`config.mk`:
```
export PLATFORM = sky130hd
export DESIGN_NAME = shift_unit_multicycle
export DESIGN_NICKNAME = d
export VERILOG_FILES = /design/src/rtl/shift_unit_multicycle.sv
export SDC_FILE = /design/constraint.sdc
export NUM_CORES = 1
export LEC_CHECK = 0
export CAP_MARGIN = 20
export CORE_MARGIN = 3
export CORE_UTILIZATION = 52
export CTS_CLUSTER_DIAMETER = 40
export DETAILED_ROUTE_END_ITERATION = 8
export GPL_ROUTABILITY_DRIVEN = 0
export PLACE_DENSITY = 0.78
export REMOVE_ABC_BUFFERS = 1
export SLEW_MARGIN = 15
export SYNTH_ARGS = -nofsm -noshare
export SYNTH_HDL_FRONTEND = slang
export SYNTH_SLANG_ARGS = --single-unit
```
`constraint.sdc`:
```
create_clock -name clk -period 2.6 [get_ports clk]
set_clock_uncertainty 0.05 [all_clocks]
set_input_delay 0.39 -clock clk [delete_from_list [all_inputs] [get_ports clk]]
set_output_delay 0.39 -clock clk [all_outputs]
set_load 0.005 [all_outputs]
```
`src/rtl/shift_unit_multicycle.sv`:
```
// shift_unit_multicycle
//   Iterative shifter. Accepts one operand/amount/op per handshake, then resolves one bit of
//   the shift amount per cycle: stage k shifts by 2^k when amt[k] is set. The final value is
//   presented as a registered result with valid/ready flow control.
//
//   Ports
//     clk        rising-edge clock
//     rst_n      synchronous active-low reset
//     in_valid   upstream presents in/shamt/op
//     in_ready   unit can accept (IDLE only)
//     in         operand, N bits
//     shamt      shift amount, LOG2N bits
//     op         00 SLL, 01 SRL, 10 SRA, 11 ROL
//     out_valid  result valid (DONE only)
//     out_ready  downstream accepts result
//     out        registered result
//     zero       registered out == 0
//
//   Build option: define SHIFT_ZERO_FAST_EN to send shamt==0 operations straight from IDLE to
//   DONE. Without it, shamt==0 walks all LOG2N shift cycles and produces the same result.
module shift_unit_multicycle #(
    parameter int unsigned N = 32,
    localparam int unsigned LOG2N = $clog2(N)
) (
    input  logic             clk,
    input  logic             rst_n,
    input  logic             in_valid,
    output logic             in_ready,
    input  logic [N-1:0]     in,
    input  logic [LOG2N-1:0] shamt,
    input  logic [1:0]       op,
    output logic             out_valid,
    input  logic             out_ready,
    output logic [N-1:0]     out,
    output logic             zero
);

    localparam logic [1:0] OpSll = 2'b00;
    localparam logic [1:0] OpSrl = 2'b01;
    localparam logic [1:0] OpSra = 2'b10;
    localparam logic [1:0] OpRol = 2'b11;

    localparam logic [LOG2N-1:0] LastStep = LOG2N'(LOG2N - 1);
    localparam logic [LOG2N:0]   StageOne = 1;

    typedef enum logic [1:0] {
        StIdle,
        StShift,
        StDone
    } state_e;

    state_e           state;
    logic [N-1:0]     acc;
    logic [LOG2N-1:0] amt;
    logic [LOG2N-1:0] step;
    logic [1:0]       opr;

    logic [LOG2N:0]   stage_amt;
    logic [2*N-1:0]   rol_wide;
    logic [N-1:0]     stage;

    assign in_ready  = (state == StIdle);
    assign out_valid = (state == StDone);

    // One stage of the shift network: shift by 2^step if that bit of the amount is set.
    always_comb begin
        stage_amt = '0;
        if (amt[step]) begin
            stage_amt = StageOne << step;
        end
        // Rotate taken from the upper half of the doubled word, so wrapped bits land low.
        rol_wide = {acc, acc} << stage_amt;
        stage    = acc;
        unique case (opr)
            OpSll: stage = acc << stage_amt;
            OpSrl: stage = acc >> stage_amt;
            OpSra: stage = $signed(acc) >>> stage_amt;
            OpRol: stage = rol_wide[2*N-1 -: N];
            default: stage = acc;
        endcase
    end

    always_ff @(posedge clk) begin
        if (!rst_n) begin
            state <= StIdle;
            step  <= '0;
            acc   <= '0;
            amt   <= '0;
            opr   <= OpSll;
            out   <= '0;
            zero  <= 1'b1;
        end else begin
            unique case (state)
                StIdle: begin
                    if (in_valid) begin
                        acc  <= in;
                        amt  <= shamt;
                        opr  <= op;
                        step <= '0;
`ifdef SHIFT_ZERO_FAST_EN
                        if (shamt == '0) begin
                            state <= StDone;
                            out   <= in;
                            zero  <= (in == '0);
                        end else begin
                            state <= StShift;
                        end
`else
                        state <= StShift;
`endif
                    end
                end
                StShift: begin
                    acc  <= stage;
                    step <= step + 1'b1;
                    if (step == LastStep) begin
                        state <= StDone;
                        out   <= stage;
                        zero  <= (stage == '0);
                    end
                end
                StDone: begin
                    // A new request seen in this cycle is not taken; it waits for IDLE.
                    if (out_ready) begin
                        state <= StIdle;
                    end
                end
                default: state <= StIdle;
            endcase
        end
    end

endmodule

```
==> results of run 1 <==
-- per-layer routing --
layer / overflow / global-route usage, %
met1: 0 / 71.2
met2: 8 / 85.9
met3: 0 / 62.1
met4: 17 / 70.7
met5: 0 / 33.5
-- stage by stage --
stage / hold WS, ps / TNS [ps] / setup WS [ps] / instance area, sq um / utilization [%]
after CTS: 413 / -7290 / -406 / 11200 / 90.3
after detailed placement: 404 / -10420 / -563 / 9560 / 77.3
after global placement: 396 / -6630 / -479 / 9560 / 77.3
after floorplan: 382 / -59600 / -1380 / 6290 / -
-- cells by family after synthesis --
group                    count (synthesis)
multiplexers                             4
adder cells (fa/ha/maj)                  2
buffers and inverters                  107
AND/OR/NAND/NOR                        399
flip-flops                              79
AO/OA/AOI/OAI                          390
XOR/XNOR                                 1
-- timing repair --
item | 4_1_cts
gates resized for setup | 220
setup buffers | 43
gates cloned | 3
endpoints found under the setup margin | 63
pin swaps | 72
hold buffers | 0
==> results.txt, run 1 <==
----------------------------------------------------
[Logic synthesis]
  Combinational family with the most area after synthesis ... compound AO/OA/AOI/OAI gates
  Most common cell in the synthesized netlist ... sky130_fd_sc_hd__nor2_1
  Warnings from Yosys ... 0
  Synth top area cells ... sky130_fd_sc_hd__dfxtp_1, sky130_fd_sc_hd__nor2_1, sky130_fd_sc_hd__a21oi_1, sky130_fd_sc_hd__nand2_1, sky130_fd_sc_hd__o21ai_0
  Number of standard cells after synthesis ... 982
  Average cell area after synthesis ... slightly below 7 sq um
  Sequential element share of the synthesized area ... between 20% and 30%
  Arithmetic-cell share of the synthesized area counting full adders, half adders and majority gates ... 0.371%
  Synth area leader ... sky130_fd_sc_hd__dfxtp_1
  Register bit count reported by yosys ... between 70 and 80
  Share of Yosys cell area claimed by the top area cell type ... 23.4%
  Synthesized-area fraction occupied by ao, oa, aoi and oai cells ... 39.6%
  Count of flip-flops with a built-in enable after synthesis ... 0
  Asr flop ratio synth ... 0%
  Mux contribution to synthesized area ... 0.630%
  Synthesized-area fraction occupied by and/or/nand/nor cells ... 28.4%
  Top cells by instance count after synthesis ... sky130_fd_sc_hd__nor2_1, sky130_fd_sc_hd__nand2_1, sky130_fd_sc_hd__a21oi_1, sky130_fd_sc_hd__dfxtp_1, sky130_fd_sc_hd__o21ai_0
  Post-synthesis cell area ... ~6700 sq um
  Distinct cell type count after synthesis ... 86
  Xor and xnor area share after synthesis ... 0.130%
  Top_reg_cell synth ... sky130_fd_sc_hd__dfxtp_1

[Status]
  Error that ended the run ... [ERROR GRT-0116] Global routing finished with congestion. Check the congestion regions in the DRC Viewer.
  Result of the run ... aborted with a tool error
  Stage at which the flow ended ... global routing (5_1_grt)

[Clocking]
  Clock Tree Root ... sky130_fd_sc_hd__clkbuf_16
  Longest Clk Path Bufs ... 2
  Num Clock Sinks ... 79
  Deepest level of the CTS H-tree ... 3
  Number of buffers created by CTS ... 9

[Global route]
  Grt ovf ... 25
  Overall Global Routing Usage ... 72.3%
  Pin count of the biggest net entering global routing ... 45
  Wire length of the first global-routing pass ... 79600 um
  Number of global-route vias before repair ... about 13000

[Place]
  Final HPWL from detailed placement ... 25200 um
  Port buffer count ... 77
  Post-placement cell count ... 1410

[Floorplanning]
  Starting Density ... between 50% and 60%
  Die W ... 120 um
  FP Rows ... 40
  Number of placed I/O pins ... 78
  Die extent in y ... 120 um

----------------------------------------------------
==> inputs of run 2 (changes only) <==
CORE_UTILIZATION = 40   (was 52)
CTS_CLUSTER_DIAMETER = unset   (was 40)
PLACE_DENSITY = unset   (was 0.78)
PLACE_DENSITY_LB_ADDON = 0.15   (was unset)
clock period = 3.4 ns   (was 2.6 ns; I/O delays follow)
==> run 2 against run 1 <==
The flow now finishes, with violations (DRC). Area after synthesis unchanged. Synthesized cell count unchanged.
==> results.txt, run 2 <==
----------------------------------------------------
[Status]
  Result of the run ... complete, but fails checks
  Violated checks ... DRC

[Cells and area]
  Post-route standard cell area excluding fillers ... between 8000 and 9000 sq um
  Largest registers in the final layout ... acc: 32 flops, out: 32 flops
  Filler instances ... 1585
  Count of antenna diodes in the layout ... 0
  Area grow syn2layout ... 28.4%
  Multi-input gate area in the final layout ... ~4700 sq um
  Most frequent standard cell in the layout excluding fill and tap cells ... sky130_fd_sc_hd__nor2_1
  Sequential Area ... 1580 sq um
  Ratio of cells with drive above 1 in the final layout ... 16.2%
  Commonest cells after routing, fill and taps aside ... sky130_fd_sc_hd__nor2_1, sky130_fd_sc_hd__buf_4, sky130_fd_sc_hd__nand2_1
  Fin nets ... 1130

[Place]
  Port buffer count ... 77
  Pre-CTS setup slack ... -235 ps
  Final HPWL from detailed placement ... 23200 um
  Area after DPL ... 8210 sq um

[Floorplanning]
  Total Die Area ... 18500 sq um
  Number of placed I/O pins ... 78
  Die extent in y ... 136 um
  Area of the core ... roughly 16000 sq um
  Die W ... between 100 and 150 um
  FP Rows ... 46
  Starting Density ... 41.7%

[Critical path]
  Worst setup path endpoint ... zero
  Required time of the critical path ... 3630 ps
  Category of the most critical setup path ... reg -> reg
  Critical R2R Capture ... zero
  Worst setup path start ... step[4]
  Sort of element at the end of the critical path ... flip-flop
  Max stage delay cell, worst path ... sky130_fd_sc_hd__or3b_1
  Reg2reg start ... step[4]
  Reg-to-reg setup timing slack ... 40 ps
  Buffers plus inverters on the worst setup path ... 1
  CP Data Arrival Time ... roughly 3600 ps
  CP Cell Sequence ... or3b_1 -> buf_4 -> nor3_1 -> a31oi_1 -> a21oi_1 -> a21oi_1 -> a21oi_1 -> nand4b_1 -> or3_1 -> o31ai_2
  Maximum fanout count along the critical path ... 16
  R2R cell count ... 10
  Largest incremental delay on the critical path ... a little under 500 ps
  Startpoint kind of the worst setup timing path ... flip-flop
  Number of cells on the critical path ... 10
  Family with the most delay on the worst path ... simple AND/OR/NAND/NOR gates
  Most frequent cell on the critical path ... sky130_fd_sc_hd__a21oi_1

[Hold path]
  Worst Hold Depth ... 2
  Startpoint of the worst hold path ... out[30]
  Worst min path class ... reg -> reg

[Clocking]
  Num Clock Sinks ... 79
  Worst-path clk slew ... 60 ps
  Clock tree from TritonCTS ... done
  Insertion delay to the later sink of the worst-skew pair ... 360 ps
  Clock Tree Root ... sky130_fd_sc_hd__clkbuf_16
  Longest Clk Path Bufs ... 2
  Number of buffers created by CTS ... 9
  Deepest level of the CTS H-tree ... 3

[Global route]
  Wire length of the first global-routing pass ... 49100 um
  Overall Global Routing Usage ... 34.7%
  Antenna violations before repair ... 0
  Number of global-route vias before repair ... 8126
  Pin count of the biggest net entering global routing ... 46
  Grt ovf ... 0

[Route]
  Total vias in the final route ... around 9000
  DR WL/cell ... 24.9 um
  Initial drt markers ... 1928
  Total wire length after detailed routing ... between 30000 and 40000 um
  Number of detailed-routing iterations run before antenna repair ... 9
  DRC violations left ... 25
  Avg Vias per Cell ... 6.89
  Post-detailed-route count of antenna-violating nets ... 0

[Timing]
  Final setup vio count ... 0
  Final worst-path setup slack ... 44.7 ps
  Final-report hold violation count ... 0
  Worst Max-Slew Pin Slew ... 1180 ps
  Final critical path time including I/O delays and setup ... 3360 ps
  RSZ-0062 raised after global routing ... no
  Final period util ... 98.7%
  Achievable Freq ... 298 MHz
  Number of max-slew violations in the final report ... 0
  Tightest slew margin relative to the limit ... between 20% and 30%

[Logic synthesis]
  Average cell area after synthesis ... between 6 and 7 sq um
  Top_reg_cell synth ... sky130_fd_sc_hd__dfxtp_1
  Synth top area cells ... sky130_fd_sc_hd__dfxtp_1, sky130_fd_sc_hd__nor2_1, sky130_fd_sc_hd__a21oi_1, sky130_fd_sc_hd__nand2_1, sky130_fd_sc_hd__o21ai_0
  Warnings from Yosys ... 0
  Register bit count reported by yosys ... slightly below 80
  Asr flop ratio synth ... 0%
  Number of standard cells after synthesis ... 982
  Most common cell in the synthesized netlist ... sky130_fd_sc_hd__nor2_1
  Post-synthesis cell area ... 6750 sq um
  Synth area leader ... sky130_fd_sc_hd__dfxtp_1
  Top cells by instance count after synthesis ... sky130_fd_sc_hd__nor2_1, sky130_fd_sc_hd__nand2_1, sky130_fd_sc_hd__a21oi_1, sky130_fd_sc_hd__dfxtp_1, sky130_fd_sc_hd__o21ai_0
  Share of Yosys cell area claimed by the top area cell type ... 23.4%
  Distinct cell type count after synthesis ... 86
  Sequential element share of the synthesized area ... 23.4%
  Count of flip-flops with a built-in enable after synthesis ... 0

[Run]
  Maxcap violations ... 0

[Power]
  Ratio of total power to cell area ... ~380 nW/um^2
  Peak supply drop ... between 0.3 and 0.4 mV
  Leak Pwr ... 3.17 nW

----------------------------------------------------
run 2: worst min path at each step:
| stage | endpoint |
|---|---|
| after global placement | amt[3] |
| final | out[30] |
| after global routing | out[30] |
| after floorplan | amt[2] |
| after detailed placement | out[30] |
| after CTS | out[30] |
run 2: logic make-up after synthesis:
logic type                 after synthesis  share of synthesized area [%]
xor gates and xnor gates                 1                          0.130
AOI/OAI and AO/OA                      390                           39.6
muxes                                    4                          0.630
buffers and inverters                  107                           7.38
adders and majority gates                2                          0.371
DFF                                     79                           23.4
and+or+nand+nor                        399                           28.4
run 2: worst min-delay path, cell delays in order (launching register included):
cell	delay [ps]
sky130_fd_sc_hd__dfxtp_1	310
sky130_fd_sc_hd__nand2_1	50
sky130_fd_sc_hd__a21oi_1	50
run 2: layer usage:
layer | part of all wire (%) | GRT usage [%] | vias up
met5 | 0 | 0 | -
li1 | - | - | 3909
met2 | 39 | 48.5 | 811
met4 | 7.6 | 19.3 | 0
met1 | 38 | 44.7 | 4059
met3 | 15 | 15.0 | 223
run 2: timing repair:
action,CTS,global route
buffers inserted,0,5
hold buffers,0,0
pin swaps,0,2
setup endpoints to repair,1,5
resized for setup,2,15
cloned,0,0
run 2: power breakdown:
group / internal [mW] / switching, mW
registers: 0.966 / 0.0813
clock network: 0.743 / 0.428
logic: 0.419 / 0.647
run 2: through the flow:
stage	cells	power [mW]	util, %	hold slack, ps	setup TNS [ps]
3_3_place_gp	1285	2.03	50.7	396	-205
2_1_floorplan	886	1.55	-	382	-8090
3_5_place_dp	1285	2.03	50.7	398	-235
4_1_cts	1301	3.20	53.0	408	0
5_1_grt	1306	3.37	53.6	429	0
6_report	1306	3.28	53.6	409	0
run 2: area by class of cell:
cell class	instances	share of cell area [%]
multi-input combinational	796	54.6
timing repair buffer	188	19.4
sequential	79	18.3
tap	216	3.12
clock buffer	10	2.76
clock inverter	6	1.34
inverter	11	0.477
(Power assumes the default switching activity.)
